**src/rtl/alu_issue_stage.sv**
```systemverilog
// alu_issue_stage
//   Issue stage in front of a combinational 64-bit ALU. Requests are queued
//   in an in-order FIFO. The head entry drives the ALU operand and control
//   outputs. Each ALU result is captured with its tag into an output register
//   that is released through a valid/ready handshake.
//
//   Optional feature macro: ALU_FLAGS_EN. When it is defined, the block adds
//   the out_zero_o and out_neg_o result flag ports.
//
//   Ports
//     clk_i, rst_i               clock (rising edge) and synchronous active-high reset
//     in_valid_i / in_ready_o    request handshake; in_ready_o = (count < DEPTH)
//     in_control_i               ALU op: 00 add, 01 sub, 10 and, 11 or
//     in_a_i, in_b_i, in_tag_i   operands and opaque tag
//     alu_control_o/a_o/b_o      head entry to the ALU; 0 when the FIFO is empty
//     alu_y_i                    ALU result (combinational from alu_*)
//     out_valid_o / out_ready_i  result handshake
//     out_y_o, out_tag_o         captured result and its tag
//     count_o                    FIFO occupancy, 0..DEPTH
//     out_zero_o, out_neg_o      (ALU_FLAGS_EN only) out_y == 0, out_y sign bit
module alu_issue_stage #(
    parameter int WIDTH = 64,
    parameter int DEPTH = 4,
    parameter int TAG_W = 4
) (
    input  logic                     clk_i,
    input  logic                     rst_i,
    input  logic                     in_valid_i,
    output logic                     in_ready_o,
    input  logic [1:0]               in_control_i,
    input  logic [WIDTH-1:0]         in_a_i,
    input  logic [WIDTH-1:0]         in_b_i,
    input  logic [TAG_W-1:0]         in_tag_i,
    output logic [1:0]               alu_control_o,
    output logic [WIDTH-1:0]         alu_a_o,
    output logic [WIDTH-1:0]         alu_b_o,
    input  logic [WIDTH-1:0]         alu_y_i,
    output logic                     out_valid_o,
    input  logic                     out_ready_i,
    output logic [WIDTH-1:0]         out_y_o,
    output logic [TAG_W-1:0]         out_tag_o,
    output logic [$clog2(DEPTH):0]   count_o
`ifdef ALU_FLAGS_EN
    ,
    output logic                     out_zero_o,
    output logic                     out_neg_o
`endif
);

    localparam int PW = $clog2(DEPTH);
    localparam int CW = PW + 1;
    localparam logic [CW-1:0] DEPTH_C = CW'(DEPTH);

    typedef enum logic {
        S_EMPTY = 1'b0,
        S_FULL  = 1'b1
    } out_state_e;

    logic [1:0]       ctrl_mem_q [DEPTH];
    logic [WIDTH-1:0] a_mem_q    [DEPTH];
    logic [WIDTH-1:0] b_mem_q    [DEPTH];
    logic [TAG_W-1:0] tag_mem_q  [DEPTH];

    logic [PW-1:0]    wr_ptr_q, wr_ptr_d;
    logic [PW-1:0]    rd_ptr_q, rd_ptr_d;
    logic [CW-1:0]    count_q, count_d;
    out_state_e       state_q, state_d;
    logic [WIDTH-1:0] out_y_q;
    logic [TAG_W-1:0] out_tag_q;

    logic push, pop, fifo_nempty;

    // in_ready comes from the registered count only, so a pop at full does
    // not open the input in the same cycle.
    assign in_ready_o  = (count_q < DEPTH_C);
    assign push        = in_valid_i & in_ready_o;
    assign fifo_nempty = (count_q != '0);

    // Output register FSM
    always_comb begin
        state_d = state_q;
        pop     = 1'b0;
        case (state_q)
            S_EMPTY: begin
                if (fifo_nempty) begin
                    pop     = 1'b1;
                    state_d = S_FULL;
                end
            end
            S_FULL: begin
                if (out_ready_i) begin
                    if (fifo_nempty) pop = 1'b1;
                    else             state_d = S_EMPTY;
                end
            end
            default: state_d = S_EMPTY;
        endcase
    end

    always_comb begin
        wr_ptr_d = push ? wr_ptr_q + PW'(1) : wr_ptr_q;
        rd_ptr_d = pop  ? rd_ptr_q + PW'(1) : rd_ptr_q;
        count_d  = count_q;
        if (push && !pop)      count_d = count_q + CW'(1);
        else if (!push && pop) count_d = count_q - CW'(1);
    end

    // Storage has no reset; only the pointers and count define what is live.
    always_ff @(posedge clk_i) begin
        if (push) begin
            ctrl_mem_q[wr_ptr_q] <= in_control_i;
            a_mem_q[wr_ptr_q]    <= in_a_i;
            b_mem_q[wr_ptr_q]    <= in_b_i;
            tag_mem_q[wr_ptr_q]  <= in_tag_i;
        end
    end

    always_ff @(posedge clk_i) begin
        if (rst_i) begin
            wr_ptr_q  <= '0;
            rd_ptr_q  <= '0;
            count_q   <= '0;
            state_q   <= S_EMPTY;
            out_y_q   <= '0;
            out_tag_q <= '0;
        end else begin
            wr_ptr_q <= wr_ptr_d;
            rd_ptr_q <= rd_ptr_d;
            count_q  <= count_d;
            state_q  <= state_d;
            if (pop) begin
                out_y_q   <= alu_y_i;
                out_tag_q <= tag_mem_q[rd_ptr_q];
            end
        end
    end

    always_comb begin
        alu_control_o = '0;
        alu_a_o       = '0;
        alu_b_o       = '0;
        if (fifo_nempty) begin
            alu_control_o = ctrl_mem_q[rd_ptr_q];
            alu_a_o       = a_mem_q[rd_ptr_q];
            alu_b_o       = b_mem_q[rd_ptr_q];
        end
    end

    assign out_valid_o = (state_q == S_FULL);
    assign out_y_o     = out_y_q;
    assign out_tag_o   = out_tag_q;
    assign count_o     = count_q;

`ifdef ALU_FLAGS_EN
    logic out_zero_q, out_neg_q;

    always_ff @(posedge clk_i) begin
        if (rst_i) begin
            out_zero_q <= 1'b0;
            out_neg_q  <= 1'b0;
        end else if (pop) begin
            out_zero_q <= (alu_y_i == '0);
            out_neg_q  <= alu_y_i[WIDTH-1];
        end
    end

    assign out_zero_o = out_zero_q;
    assign out_neg_o  = out_neg_q;
`else
    // Flag ports and registers are not built.
`endif

endmodule
```
**config.mk**
```make
export PLATFORM = sky130hd
export DESIGN_NAME = alu_issue_stage
export DESIGN_NICKNAME = d
export VERILOG_FILES = /design/src/rtl/alu_issue_stage.sv
export SDC_FILE = /design/constraint.sdc
export NUM_CORES = 1
export LEC_CHECK = 0
export ABC_AREA = 1
export BUFFER_PORTS_ARGS = -buffer_cell sky130_fd_sc_hd__clkbuf_2
export CELL_PAD_IN_SITES_DETAIL_PLACEMENT = 1
export CELL_PAD_IN_SITES_GLOBAL_PLACEMENT = 2
export CORE_MARGIN = 1
export CORE_UTILIZATION = 37
export DETAILED_ROUTE_END_ITERATION = 8
export HOLD_SLACK_MARGIN = 0.12
export PLACE_DENSITY = 0.8
export SYNTH_ARGS = -nofsm -noshare
export SYNTH_HDL_FRONTEND = slang
export SYNTH_SLANG_ARGS = --single-unit
```
**constraint.sdc**
```tcl
create_clock -name clk_i -period 7.8 [get_ports clk_i]
set_input_delay 0.78 -clock clk_i [delete_from_list [all_inputs] [get_ports clk_i]]
set_output_delay 0.78 -clock clk_i [all_outputs]
set_load 0.01 [all_outputs]
```
==> results.yml, run 1 <==
worst_setup_path:
  cp_top_family: "buffers and inverters"
  cp_cell_sequence: "buf_4 -> buf_4 -> nor2_1 -> nor2_1 -> o21ai_0 -> a21oi_1 -> clkbuf_2"
  setup.worst_path.class: "reg -> out"
  worst-path-buf-inv: 3
  cpPeakStageDelay_ns: 0.79
  worstPathArrival_ns: 3.57
  cp-end-kind: "output pin"
  worst-path-max-fanout: 76
  cp-start-kind: "flip-flop"
  slowest_stage: "buf_4"
  cp_data_required_time_ns: 7.02
sta:
  slew_headroom: 0.270
  setup_viol: 0
  worst_pin_slew_ns: 1.09
  fin_crit_sh: 0.557
  rsz0062_at_grt: "no"
  clock_skew_ns: 0.0211
  drv_slew: 0
  worst_hold_slack_ns: 0.403
  finalCriticalPeriod_ns: 4.35
  fmax_mhz: 230
  tns_ns: 0
  hold_viol: 0
yosys:
  synthCells: 1974
  yosysWarnings: 0
  synth_commonest_cells: "nor2_1 (537), edfxtp_1 (536), a21oi_1 (200), o21ai_1 (157)"
  postSynthAreaPerCell_um2: 12.0
  yosysSeqAreaShare: 0.745
  synth-edff-count: 536
  netlist_top_cells_area: "edfxtp_1 (68%), nor2_1 (8.5%), dfxtp_1 (6.6%)"
  ys_types: 20
  yosysMostFrequentCell: "nor2_1"
  netlist_area_um2: 23700
  synth_top_cell_area_share: 0.679
  syn-num-nets: 2182
  async_flop_share: 0
  ys_ff_latch: 614
  synth_flop_cell: "edfxtp_1"
  synth_top_cell_by_area: "edfxtp_1"
cts:
  max-clock-path-buffers: 3
  ctsHoldBuffers: 0
  cts-resized-gates: 0
  insertion_delay_ns: 0.59
  clkSlewWorstSetupHoldPaths_ns: 0.06
  cts_sinks: 614
  cts_root_buf: "clkbuf_16"
  post_cts_buffers: 0
  h-tree-depth: 3
  numCtsBuffers: 67
  tritoncts: "built"
finish:
  fill_cells: 6767
  fin_nets: 2544
  regArea_um2: 17700
  area_delta_synth_final_pct: 20.3
  final_util: 0.451
  drive_above_1_share: 0.225
  multi_input_area_um2: 5240
drt:
  dr.pass1.iters: 4
  wl_per_cell_um: 20.6
  drt-total-wl_um: 66900
  num_vias: 16300
  routed_via_density: 5.03
  initialDrtViolationCount: 758
  drc_errors: 0
  ant_nets: 0
floorplan:
  die_x_um: 255
  die_y_um: 255
  ios: 405
  initial_core_util: 0.375
  coreArea_um2: 63200
  fp.dieArea_um2: 65100
  rows: 92
placed_design:
  place.detailed.hpwl_um: 39000
  port_buffers: 404
  gp_congestion: 0.831
min_path:
  min_path_type: "in -> reg"
pwr:
  ir_worst_vdd_v: 0.000190
  p_leak_nw: 10.6
  p_per_area_nw_per_um2: 385
global_route:
  grt_pass1_vias: 17500
  track_usage: 0.203
  grt_max_degree: 101
  grt_pass1_wl_um: 99600
  grt_overflow: 0
  grt_antenna_before_repair: 13
flow_run:
  drv_cap: 0
status:
  status: "completed"
-- cells by family after synthesis --
| group | Yosys count | synth area share |
|---|---|---|
| compound gates | 464 | 0.0980 |
| flops | 614 | 0.745 |
| fa+ha+maj | 6 | 0.00348 |
| simple gates | 719 | 0.118 |
| buf+inv | 171 | 0.0360 |
-- power by group --
part           leakage (nW)  switching, mW  total, mW  internal [mW]
clock                  1.07           1.30       3.19           1.89
sequential             5.55          0.207       4.19           3.99
combinational          3.97           2.52       3.61           1.09
-- layout make-up --
cell class,count,share of cell area
flip-flops and latches,614,0.619
multi-input cells,1189,0.183
repair buffers,424,0.0761
well taps,846,0.0371
clock inverters,34,0.0128
clock buffers,85,0.0648
inverters,40,0.00561
diodes,10,0.000877
-- worst paths after layout --
kind | cells past startpoint | slack (ns) | endpoint | startpoint
setup / recovery | 7 | 3.45 | alu_b_o[28] | flip-flop
setup reg to reg | 4 | 4.75 | a_mem_q[3][24] | count_o[2]
hold reg to reg | 2 | 0.46 | out_y_o[33] | out_y_o[33]
hold / removal | 1 | 0.40 | b_mem_q[1][59] | in_b_i[59]
-- cell usage in the layout (no fill, tap or decap), drive strengths merged --
cell type and count:
a21oi 200, buf 20, bufinv 6, clkbuf 489
clkinv 21, clkinvlp 5, dfxtp 78, diode 10
edfxtp 536, fa 1, ha 5, inv 42
nand2 107, nand3 75, nor2 537, o21ai 264
-- layer usage --
| layer | up-vias | track usage | wire length [um] | part of all wire |
|---|---|---|---|---|
| met5 | - | 0 | 86 | 0.0013 |
| met4 | 12 | 0.0667 | 1530 | 0.023 |
| li1 | 7643 | - | - | - |
| met1 | 8134 | 0.234 | 26900 | 0.40 |
| met3 | 105 | 0.0555 | 4490 | 0.067 |
| met2 | 419 | 0.364 | 33900 | 0.51 |
-- flip-flops by register name, summed over array words and instances (netlist names), 2 cells and up, named ones only --
signal,flops
out_tag_o,4
a_mem_q,256
rd_ptr_q,2
b_mem_q,256
tag_mem_q,16
ctrl_mem_q,8
out_y_o,64
wr_ptr_q,2
count_o,3
-- metrics by stage --
step | power (mW) | setup slack [ns] | cells | instance area [um^2]
floorplan | 6.53 | 0.652 | 1974 | 23700
global placement | 7.84 | 4.00 | 3113 | 26300
detailed placement | 7.94 | 3.97 | 3113 | 26300
CTS | 11.2 | 3.30 | 3232 | 28500
global route | 11.6 | 3.16 | 3237 | 28500
finish | 11.0 | 3.45 | 3242 | 28500
No activity file was read; power rests on OpenSTA's default activity.
==> run 2: changes to the inputs <==
--- a/config.mk
+++ b/config.mk
@@ -5,7 +5,7 @@
 export SDC_FILE = /design/constraint.sdc
 export NUM_CORES = 1
 export LEC_CHECK = 0
-export ABC_AREA = 1
+export ABC_AREA = 0
 export BUFFER_PORTS_ARGS = -buffer_cell sky130_fd_sc_hd__clkbuf_2
 export CELL_PAD_IN_SITES_DETAIL_PLACEMENT = 1
 export CELL_PAD_IN_SITES_GLOBAL_PLACEMENT = 2
@@ -13,7 +13,7 @@
 export CORE_UTILIZATION = 37
 export DETAILED_ROUTE_END_ITERATION = 8
 export HOLD_SLACK_MARGIN = 0.12
-export PLACE_DENSITY = 0.8
+export PLACE_DENSITY = 0.76
 export SYNTH_ARGS = -nofsm -noshare
 export SYNTH_HDL_FRONTEND = slang
 export SYNTH_SLANG_ARGS = --single-unit
==> constraint.sdc (replaced) <==
create_clock -name clk_i -period 3.8 [get_ports clk_i]
set_input_delay 0.38 -clock clk_i [delete_from_list [all_inputs] [get_ports clk_i]]
set_output_delay 0.38 -clock clk_i [all_outputs]
set_load 0.01 [all_outputs]
==> run 2 against run 1 <==
  * Global-route usage shrank 2.5 points
  * Highest routed layer unchanged
  * Clock skew down 0.0052 ns
  * Combinational power up 70%
==> results.yml, run 2 <==
yosys:
  yosysMostFrequentCell: "edfxtp_1"
  synth_top_cell_by_area: "edfxtp_1"
  ys_ff_latch: 614
  syn-num-nets: 1415
  netlist_area_um2: 23300
  synthCells: 1207
  synth_flop_cell: "edfxtp_1"
  synth-xor-area-share: 0.00113
  ys_types: 26
  synth_top_cell_area_share: 0.690
  synth_compound_area_frac: 0.0305
  async_flop_share: 0
  synthMuxAreaShare: 0.131
  synth_top_family_by_area: "multiplexers"
  yosysSeqAreaShare: 0.757
  synth-simple-area-share: 0.0540
  yosysWarnings: 0
  synth_commonest_cells: "edfxtp_1 (536), and2_1 (134), mux4_2 (134), dfxtp_1 (78), a21oi_1 (72)"
  netlist_top_cells_area: "edfxtp_1 (69%), mux4_2 (13%), dfxtp_1 (6.7%)"
  yosys.area_share.adder: 0.00354
  synth-edff-count: 536
  postSynthAreaPerCell_um2: 19.3
cts:
  max-clock-path-buffers: 3
  numCtsBuffers: 67
  insertion_delay_ns: 0.61
  cts_root_buf: "clkbuf_16"
  ctsHoldBuffers: 198
  tritoncts: "built"
  cts-resized-gates: 0
  clkSlewWorstSetupHoldPaths_ns: 0.06
  post_cts_buffers: 0
  h-tree-depth: 3
  cts_sinks: 614
sta:
  tns_ns: 0
  finalCriticalPeriod_ns: 3.06
  drv_slew: 0
  worst_pin_slew_ns: 0.976
  clock_skew_ns: 0.0159
  rsz0062_at_grt: "no"
  fmax_mhz: 327
  hold_viol: 0
  fin_crit_sh: 0.805
  worst_hold_slack_ns: 0.294
  setup_viol: 0
  slew_headroom: 0.347
drt:
  wl_per_cell_um: 21.0
  initialDrtViolationCount: 726
  routed_via_density: 4.92
  drt-total-wl_um: 57100
  num_vias: 13400
  ant_nets: 0
  drc_errors: 0
  dr.pass1.iters: 4
global_route:
  grt_overflow: 0
  track_usage: 0.179
  grt_pass1_wl_um: 86500
  grt_max_degree: 71
  grt_antenna_before_repair: 6
  grt_pass1_vias: 14500
status:
  status: "completed"
floorplan:
  die_x_um: 253
  initial_core_util: 0.376
  rows: 91
  die_y_um: 253
  fp.dieArea_um2: 64100
  coreArea_um2: 62100
  ios: 405
finish:
  fill_cells: 5995
  layout_common_cells: "edfxtp_1 (536), clkbuf_2 (404), dlygate4sd3_1 (198), mux4_2 (134), and2_1 (130)"
  final_common_cell: "edfxtp_1"
  final_util: 0.489
  regArea_um2: 17700
  multi_input_area_um2: 5160
  drive_above_1_share: 0.357
  area_delta_synth_final_pct: 30.0
  fin_nets: 2034
pwr:
  p_leak_nw: 10.8
  ir_worst_vdd_v: 0.000412
  p_per_area_nw_per_um2: 684
placed_design:
  port_buffers: 404
  place.detailed.hpwl_um: 34800
  gp_congestion: 0.726
min_path:
  min_path_type: "in -> reg"
worst_setup_path:
  cp_data_required_time_ns: 3.42
  cp-start-kind: "flip-flop"
  setup.worst_path.class: "reg -> out"
  cp-end-kind: "output pin"
  worstPathArrival_ns: 2.68
  worst-path-max-fanout: 67
flow_run:
  drv_cap: 0
-- run 2: metrics by stage --
stage               area (um^2)  cells  total power, mW  worst slack (ns)
floorplan                 23300   1207             12.6             0.938
global placement          26300   2396             14.7              1.28
detailed placement        26300   2396             14.8              1.24
CTS                       30300   2710             21.1             0.628
global route              30300   2712             21.8             0.543
finish                    30300   2713             20.8             0.743
-- run 2: final timing paths --
check / start / end / slack (ns) / cells after the start
min reg2reg: out_tag_o[3] / out_tag_o[3] / 0.48 / 2
min: out_ready_i / out_y_o[3] / 0.29 / 4
max reg2reg: count_o[2] / count_o[2] / 1.31 / 8
max: count_o[0] / alu_a_o[32] / 0.74 / 4
-- run 2: power by group --
group	internal, mW	leakage (nW)	switching, mW	total [mW]
clock network	3.40	0.989	2.63	6.04
logic	2.83	4.24	3.32	6.15
registers	8.16	5.55	0.419	8.58
total	14.4	10.8	6.37	20.8
-- run 2: critical path: stages (launching register included) --
cell      delay, ns
dfxtp_1        0.48
or3_4          0.54
buf_4          0.60
and2_1         0.24
clkbuf_2       0.14
-- run 2: layout make-up --
class                   instances  share of cell area
clock inverters                31             0.00837
inverters                       4            0.000495
repair buffers                634               0.146
flip-flops and latches        614               0.582
diodes                          3            0.000247
well taps                     837              0.0345
clock buffers                  85              0.0585
multi-input cells             505               0.170
-- run 2: kinds of logic (layout without fill, tap and decap cells) --
logic type      after synthesis  count (layout)
compound gates              142             142
xor+xnor                      3               3
fa+ha+maj                     6               6
buf+inv                      88             754
flops                       614             614
mux                         137             137
other cells                   0               3
simple gates                217             217
-- run 2: layer usage --
metal / GRT usage / vias to the layer above / part of all wire / wire (um)
met4: 0.0471 / 4 / 0.019 / 1080
met5: 0 / - / 0.00051 / 29
li1: - / 6032 / - / -
met3: 0.0411 / 88 / 0.051 / 2880
met2: 0.314 / 351 / 0.52 / 29600
met1: 0.222 / 6877 / 0.41 / 23500
